`src/rtl/eprisc_pkg.sv`:
```
// Shared epRISC definitions: default fetch widths, the NOP encoding and the
// fetch FSM state encoding.
package eprisc_pkg;

  localparam int EPRISC_ADDR_W = 12;
  localparam int EPRISC_DATA_W = 32;
  localparam logic [31:0] EPRISC_NOP = 32'h0400_0000;

  typedef enum logic {
    FETCH_RUN    = 1'b0,
    FETCH_HALTED = 1'b1
  } fetchState_t;

endpackage

```
`src/rtl/eprisc_fetch_if.sv`:
```
// Fetch-stage bus bundle: boot ROM port, decode handshake and the
// redirect/halt controls. The fetch unit takes the master modport; the
// surrounding core (ROM + decode) takes the slave modport.
interface eprisc_fetch_if
  import eprisc_pkg::*;
#(
  parameter int ADDR_W = EPRISC_ADDR_W,
  parameter int DATA_W = EPRISC_DATA_W
);

  logic [ADDR_W-1:0] oRomAddr;
  logic              oRomEnable;
  logic [DATA_W-1:0] iRomData;
  logic              iRedirect;
  logic [ADDR_W-1:0] iRedirectPc;
  logic              iHalt;
  logic [DATA_W-1:0] oInstr;
  logic [ADDR_W-1:0] oInstrPc;
  logic              oValid;
  logic              iReady;
  logic              oBusy;

  modport master (
    output oRomAddr, oRomEnable, oInstr, oInstrPc, oValid, oBusy,
    input  iRomData, iRedirect, iRedirectPc, iHalt, iReady
  );

  modport slave (
    input  oRomAddr, oRomEnable, oInstr, oInstrPc, oValid, oBusy,
    output iRomData, iRedirect, iRedirectPc, iHalt, iReady
  );

endinterface

```
`src/rtl/eprisc_fetch_fifo.sv`:
```
// Small synchronous FIFO holding {pc, instr} prefetch entries.
// DEPTH must be a power of two so the pointers wrap for free.
// Simultaneous push and pop on a full FIFO is allowed; flush wins over both.
module eprisc_fetch_fifo #(
  parameter int WIDTH = 44,
  parameter int DEPTH = 2,
  localparam int PTR_W = $clog2(DEPTH),
  localparam int CNT_W = PTR_W + 1
) (
  input  logic             iClk,
  input  logic             iRst_n,
  input  logic             push,
  input  logic             pop,
  input  logic             flush,
  input  logic [WIDTH-1:0] pushData,
  output logic [CNT_W-1:0] count,
  output logic [WIDTH-1:0] head
);

  logic [WIDTH-1:0] mem [DEPTH];
  logic [PTR_W-1:0] rdPtr;
  logic [PTR_W-1:0] wrPtr;
  logic             doPush;
  logic             doPop;

  assign doPop  = pop && (count != '0);
  assign doPush = push && ((count != CNT_W'(DEPTH)) || doPop);
  assign head   = mem[rdPtr];

  // Pointer and occupancy bookkeeping.
  always_ff @(posedge iClk or negedge iRst_n) begin
    if (!iRst_n) begin
      rdPtr <= '0;
      wrPtr <= '0;
      count <= '0;
    end else if (flush) begin
      rdPtr <= '0;
      wrPtr <= '0;
      count <= '0;
    end else begin
      if (doPush) wrPtr <= wrPtr + 1'b1;
      if (doPop)  rdPtr <= rdPtr + 1'b1;
      count <= count + CNT_W'(doPush) - CNT_W'(doPop);
    end
  end

  // Entry storage; contents are only meaningful below count, so no reset.
  always_ff @(posedge iClk) begin
    if (doPush && !flush) mem[wrPtr] <= pushData;
  end

endmodule

```
`src/rtl/eprisc_fetch_unit.sv`:
```
// epRISC instruction fetch stage: owns the PC, issues one-cycle-latency
// boot ROM reads under a credit rule so the prefetch FIFO can never
// overflow, and presents words to decode over valid/ready.
// Optional performance counters: define EPRISC_FETCH_PERFCNT_EN.
//
// state        | meaning
// FETCH_RUN    | issuing fetches whenever credit allows
// FETCH_HALTED | iHalt high: no new issues, in-flight word and FIFO still drain
module eprisc_fetch_unit
  import eprisc_pkg::*;
#(
  parameter int              ADDR_W   = EPRISC_ADDR_W,
  parameter int              DATA_W   = EPRISC_DATA_W,
  parameter logic [ADDR_W-1:0] RESET_PC = '0,
  parameter int              FIFO_DEP = 2
) (
  input  logic          iClk,
  input  logic          iRst_n,
  eprisc_fetch_if.master fetchBus
`ifdef EPRISC_FETCH_PERFCNT_EN
  ,
  output logic [31:0]   oFetchCnt,
  output logic [31:0]   oStallCnt
`endif
);

  localparam int CNT_W = $clog2(FIFO_DEP) + 1;
  localparam int CRD_W = CNT_W + 1;
  localparam int ENT_W = ADDR_W + DATA_W;

  fetchState_t       state;
  fetchState_t       stateNext;
  logic              canIssue;
  logic [ADDR_W-1:0] pc;
  logic [ADDR_W-1:0] inflightPc;
  logic              inflight;
  logic              killReturn;
  logic              issue;
  logic              push;
  logic              pop;
  logic              valid;
  logic [CNT_W-1:0]  count;
  logic [ENT_W-1:0]  head;
  logic [CRD_W-1:0]  credit;

  // A redirect kills the word returning this cycle; nothing else is ever in flight.
  assign killReturn = fetchBus.iRedirect;
  assign valid      = (count != '0);
  assign pop        = valid && fetchBus.iReady;
  assign push       = inflight && !killReturn;
  // Occupancy after this edge's pop and landing word; a new issue needs a free slot beyond it.
  assign credit     = CRD_W'(count) + CRD_W'(inflight) - CRD_W'(pop);
  assign issue      = canIssue && !fetchBus.iRedirect && (credit < CRD_W'(FIFO_DEP));

  // Next-state and issue permission from the halt input.
  always_comb begin
    stateNext = state;
    canIssue  = 1'b0;
    case (state)
      FETCH_RUN: begin
        if (fetchBus.iHalt) stateNext = FETCH_HALTED;
        else                canIssue  = 1'b1;
      end
      FETCH_HALTED: begin
        if (!fetchBus.iHalt) begin
          stateNext = FETCH_RUN;
          canIssue  = 1'b1;
        end
      end
      default: stateNext = FETCH_RUN;
    endcase
  end

  // State register, PC and in-flight tracking.
  always_ff @(posedge iClk or negedge iRst_n) begin
    if (!iRst_n) begin
      state      <= FETCH_RUN;
      pc         <= RESET_PC;
      inflight   <= 1'b0;
      inflightPc <= RESET_PC;
    end else begin
      state    <= stateNext;
      inflight <= issue;
      if (issue) inflightPc <= pc;
      if (fetchBus.iRedirect) pc <= fetchBus.iRedirectPc;
      else if (issue)         pc <= pc + 1'b1;
    end
  end

  eprisc_fetch_fifo #(
    .WIDTH (ENT_W),
    .DEPTH (FIFO_DEP)
  ) u_fifo (
    .iClk     (iClk),
    .iRst_n   (iRst_n),
    .push     (push),
    .pop      (pop),
    .flush    (fetchBus.iRedirect),
    .pushData ({inflightPc, fetchBus.iRomData}),
    .count    (count),
    .head     (head)
  );

  assign fetchBus.oRomAddr   = pc;
  assign fetchBus.oRomEnable = inflight;
  assign fetchBus.oValid     = valid;
  assign fetchBus.oInstr     = valid ? head[DATA_W-1:0] : DATA_W'(EPRISC_NOP);
  assign fetchBus.oInstrPc   = valid ? head[ENT_W-1:DATA_W] : RESET_PC;
  assign fetchBus.oBusy      = inflight || valid;

`ifdef EPRISC_FETCH_PERFCNT_EN
  // Saturating issue and stall counters.
  always_ff @(posedge iClk or negedge iRst_n) begin
    if (!iRst_n) begin
      oFetchCnt <= '0;
      oStallCnt <= '0;
    end else begin
      if (issue && (oFetchCnt != '1)) oFetchCnt <= oFetchCnt + 1'b1;
      if (!valid && !fetchBus.iHalt && (oStallCnt != '1)) oStallCnt <= oStallCnt + 1'b1;
    end
  end
`endif

endmodule

```
`src/flat_wrapper.sv`:
```
// flat-port wrapper written by rule: the top's interface ports become plain ports
module eprisc_fetch_unit_flat import eprisc_pkg::*;
#(
  parameter int              ADDR_W   = EPRISC_ADDR_W,
  parameter int              DATA_W   = EPRISC_DATA_W,
  parameter logic [ADDR_W-1:0] RESET_PC = '0,
  parameter int              FIFO_DEP = 2
)
  (iClk, iRst_n, fetchBus_oRomAddr, fetchBus_oRomEnable, fetchBus_oInstr, fetchBus_oInstrPc, fetchBus_oValid, fetchBus_oBusy, fetchBus_iRomData, fetchBus_iRedirect, fetchBus_iRedirectPc, fetchBus_iHalt, fetchBus_iReady);
  eprisc_fetch_if #(.ADDR_W(ADDR_W), .DATA_W(DATA_W)) fetchBus_i ();
  input  logic iClk;
  input  logic iRst_n;
  output wire logic [$bits(fetchBus_i.oRomAddr)-1:0] fetchBus_oRomAddr;
  output wire logic [$bits(fetchBus_i.oRomEnable)-1:0] fetchBus_oRomEnable;
  output wire logic [$bits(fetchBus_i.oInstr)-1:0] fetchBus_oInstr;
  output wire logic [$bits(fetchBus_i.oInstrPc)-1:0] fetchBus_oInstrPc;
  output wire logic [$bits(fetchBus_i.oValid)-1:0] fetchBus_oValid;
  output wire logic [$bits(fetchBus_i.oBusy)-1:0] fetchBus_oBusy;
  input wire logic [$bits(fetchBus_i.iRomData)-1:0] fetchBus_iRomData;
  input wire logic [$bits(fetchBus_i.iRedirect)-1:0] fetchBus_iRedirect;
  input wire logic [$bits(fetchBus_i.iRedirectPc)-1:0] fetchBus_iRedirectPc;
  input wire logic [$bits(fetchBus_i.iHalt)-1:0] fetchBus_iHalt;
  input wire logic [$bits(fetchBus_i.iReady)-1:0] fetchBus_iReady;
  assign fetchBus_oRomAddr = fetchBus_i.oRomAddr;
  assign fetchBus_oRomEnable = fetchBus_i.oRomEnable;
  assign fetchBus_oInstr = fetchBus_i.oInstr;
  assign fetchBus_oInstrPc = fetchBus_i.oInstrPc;
  assign fetchBus_oValid = fetchBus_i.oValid;
  assign fetchBus_oBusy = fetchBus_i.oBusy;
  assign fetchBus_i.iRomData = fetchBus_iRomData;
  assign fetchBus_i.iRedirect = fetchBus_iRedirect;
  assign fetchBus_i.iRedirectPc = fetchBus_iRedirectPc;
  assign fetchBus_i.iHalt = fetchBus_iHalt;
  assign fetchBus_i.iReady = fetchBus_iReady;
  eprisc_fetch_unit #(.ADDR_W(ADDR_W), .DATA_W(DATA_W), .RESET_PC(RESET_PC), .FIFO_DEP(FIFO_DEP)) u_core (.iClk(iClk), .iRst_n(iRst_n), .fetchBus(fetchBus_i));
endmodule
```
`config.mk`:
```
export PLATFORM = sky130hd
export DESIGN_NAME = eprisc_fetch_unit_flat
export DESIGN_NICKNAME = d
export VERILOG_FILES = /design/src/rtl/eprisc_pkg.sv /design/src/rtl/eprisc_fetch_if.sv /design/src/rtl/eprisc_fetch_fifo.sv /design/src/rtl/eprisc_fetch_unit.sv /design/src/flat_wrapper.sv
export SDC_FILE = /design/constraint.sdc
export NUM_CORES = 1
export LEC_CHECK = 0
export CAP_MARGIN = 30
export CORE_MARGIN = 2
export CORE_UTILIZATION = 30
export CTS_CLUSTER_SIZE = 20
export DETAILED_ROUTE_END_ITERATION = 10
export PLACE_DENSITY = 0.6
export SETUP_SLACK_MARGIN = 0.02
export SYNTH_ARGS = -nofsm -noshare
export SYNTH_HDL_FRONTEND = slang
export SYNTH_SLANG_ARGS = --single-unit
```
`constraint.sdc`:
```
create_clock -name iClk -period 2.9 [get_ports iClk]
set_input_delay 0.725 -clock iClk [delete_from_list [all_inputs] [get_ports iClk]]
set_output_delay 0.725 -clock iClk [all_outputs]
set_load 0.03 [all_outputs]
```
==> results.md <==
- Clock Path Buffers: 2
- Total CTS buffers: 17
- RSZ-0062 raised after global routing: no
- Seq cells post-synth: around 120
- Post-Route WL: a little over 10 mm
- Hpwl dp: roughly 7.0 mm
- DRT Pass-1 Iters: 4
- IO Pins: 108
- Hold WS: roughly 470 ps
- Root Driver: clkbuf_16
- Via-to-Cell Ratio: roughly 4.5
- Vias in the first global route: about 3,200
- Initial antenna violation count: 0
- Vias: 3,196
- Die H: 131 µm
- GPL Wtd Cong: ~0.85
- Endpoint type of the worst setup path: primary output
- Seq/Total Area, Yosys: 0.697
- Floorplan row count: 46
- Syn nets: just over 400
- Non-Filler Instances: ~700
- Cell area power density: a little over 900 nW/µm²
- Netlist cell types: 43
- CP max FO: 16
- Htree depth: 4
- Combinational Power Share: 0.351
- Clock-pin slew of the registers on the worst-case setup and hold paths: 50 ps
- Top FF cell, synth: edfxtp_1
- Setup-failing EPs final: 0
- CP Cell Sequence: buf_12, mux2i_1, nor2_1, clkdlybuf4s50_1
- Routed WL per cell: 14.3 µm
- Synth async-reset ratio: 0.248
- Fin Clk Skew: around 8.2 ps
- Worst setup margin: between 100 and 150 ps
- Ant. Diodes: 0
- Most common cell after layout, fill and taps aside: clkdlybuf4s50_1
- P_sw: 2.19 mW
- Tightest Pin Transition: between 700 and 800 ps
- Post-DRT Antenna Nets: 0
- Fmax: roughly 360 MHz
- Placed insts: approximately 700
- Ys Warns: 0
- Crit path required time: between 2000 and 2500 ps
- Total power: approximately 6.5 mW
- Worst-skew pair later-pin latency: ~400 ps
- Peak VDD IR: between 400 and 500 µV
- Sink Count: 117
- Pins Over Slew Limit: 0
- Mapped Cells: 350
- Grt total ovfl: 0
- Net count, final: 539
- Total GRT Usage: 0.127
- # hold bufs at CTS: 0
- DR iter-0 viols: around 170
- Data arrival, critical path: between 2000 and 2500 ps
- Worst slew margin: 0.510
- Area Overhead vs Synth: 44.2%
- P_int: between 4 and 5 mW
- Static leakage: ~2.6 nW
- Mapped Area: ~4800 µm²
- Largest net degree at the start of global routing: between 40 and 50
- Worst path max stage delay: just under 700 ps
- Switching share of power: 0.335
- PortBufs: 107
- Final hold viol count: 0
- Initial core utilization: 0.305
- Post-synth EDFFs: 88
- CP max stage cell: clkdlybuf4s50_1
- TritonCTS clock tree: yes
- Layout cell share with drive strength beyond 1: 0.160
- Core ar.: 15,800 µm²
- Final Cycle Share: 0.952
- Most frequent cells in the layout: 94 x clkdlybuf4s50_1, 88 x edfxtp_1, 49 x nand2_1
- Maxcap violations: 0
- Die area: around 17,000 µm²
- Kind of critical path: reg2out
- Run status: completed
- Worst hold path class: reg2reg
- Die width: 131 µm
- Sequential Power Share: 0.347
- Critical Path Source Type: register
- Minimum clock period after layout: 2760 ps
- Avg Cell Area, Syn: 13.8 µm²
- Clock share of power: 0.302
- Residual DRC count: 0
- First-pass GRT wire length: 16.1 mm
- Setup Slack @ Placement: -331 ps
## metal layers
metal | part of all wire | vias up | track usage
met5 | 0 | - | 0
met4 | 0.013 | 0 | 0.0513
met3 | 0.064 | 10 | 0.0468
met2 | 0.47 | 114 | 0.198
met1 | 0.45 | 1528 | 0.161
li1 | - | 1544 | -
## layout make-up
cell class / count / area (µm²)
Clock buffer: 19 / 433
Clock inverter: 13 / 134
Fill cell: 1433 / 8860
Inverter: 8 / 32.5
Multi-Input combinational cell: 210 / 1380
Sequential cell: 117 / 3370
Tap cell: 216 / 270
Timing Repair Buffer: 132 / 1350
## metrics by stage
stage | utilization | TNS, ps | instance area [µm²]
after detailed placement | 0.401 | -4260 | 6350
after global routing | 0.440 | 0 | 6970
after global placement | 0.401 | -3630 | 6350
final | 0.440 | 0 | 6970
after CTS | 0.437 | 0 | 6920
after floorplan | - | -1890 | 4840
## cells in the mapped netlist, drive strengths merged (2+ instances only)
master	instances	share of area
and3	3	0.0039
nand2b	3	0.0039
nor2	51	0.040
nand3	5	0.0052
ha	3	0.0078
edfxtp	88	0.55
nand4	4	0.0065
o211ai	3	0.0047
and4	2	0.0036
a31o	2	0.0036
o21ai	10	0.010
a221o	3	0.0062
inv	8	0.0067
xnor2	4	0.011
dfrtp	29	0.15
nor3b	2	0.0054
buf	9	0.012
xor2	2	0.0036
mux2i	44	0.091
clkbuf	6	0.0047
or3	2	0.0026
a31oi	2	0.0026
nor2b	2	0.0026
nand2	50	0.040
a21oi	2	0.0021
## final timing paths
| check | depth (start not counted) | to | start | slack (ps) |
|---|---|---|---|---|
| setup reg to reg | 13 | u_core.fetchBus.oRomAddr[8] | u_core.u_fifo.count[0] | 160 |
| hold / removal | 0 | u_core.u_fifo.mem[1][42] | u_core.inflightPc[10] | 470 |
| hold reg to reg | 0 | u_core.u_fifo.mem[1][42] | u_core.inflightPc[10] | 470 |
| max in group asynchronous | 2 | u_core.u_fifo.rdPtr | iRst_n | 1890 |
| setup / recovery | 4 | fetchBus_oInstr[22] | u_core.u_fifo.rdPtr | 140 |
| min in group asynchronous | 2 | u_core.fetchBus.oRomAddr[4] | iRst_n | 700 |
## kinds of logic (layout without fill, tap and decap cells)
logic type,after synthesis,after routing,share of synthesized area
xor+xnor,6,6,0.0148
simple gates,129,129,0.122
compound gates,26,26,0.0365
flops,117,117,0.697
fa+ha+maj,4,4,0.0119
mux,45,45,0.0942
buf+inv,23,172,0.0233
## power groups by stage
stage	registers, mW	clock network (mW)	logic (mW)
final	2.26	1.97	2.29
after detailed placement	2.29	0	2.27
after CTS	2.26	2.03	2.27
after global routing	2.29	2.11	2.47
after floorplan	2.29	0	1.31
after global placement	2.28	0	2.25
## worst max-delay path: cells and delay by family (launching register included)
| family | cells | cell delay [ps] |
|---|---|---|
| buf+inv | 2 | 890 |
| flops | 1 | 510 |
| simple gates | 1 | 110 |
| mux | 1 | 130 |
## repair_timing
item / 4_1_cts / 5_1_grt
buffers inserted: 0 / 3
resized for setup: 1 / 13
pin swaps: 0 / 1
endpoints found under the setup margin: 38 / 45
## sequential cells by signal (all words and copies together) (netlist names)
signal	cells
u_core.inflightPc	12
u_core.u_fifo.rdPtr	1
u_core.u_fifo.mem	88
u_core.fetchBus.oRomEnable	1
u_core.fetchBus.oRomAddr	12
u_core.u_fifo.count	2
u_core.u_fifo.wrPtr	1
No activity file was read; power rests on OpenSTA's default activity.
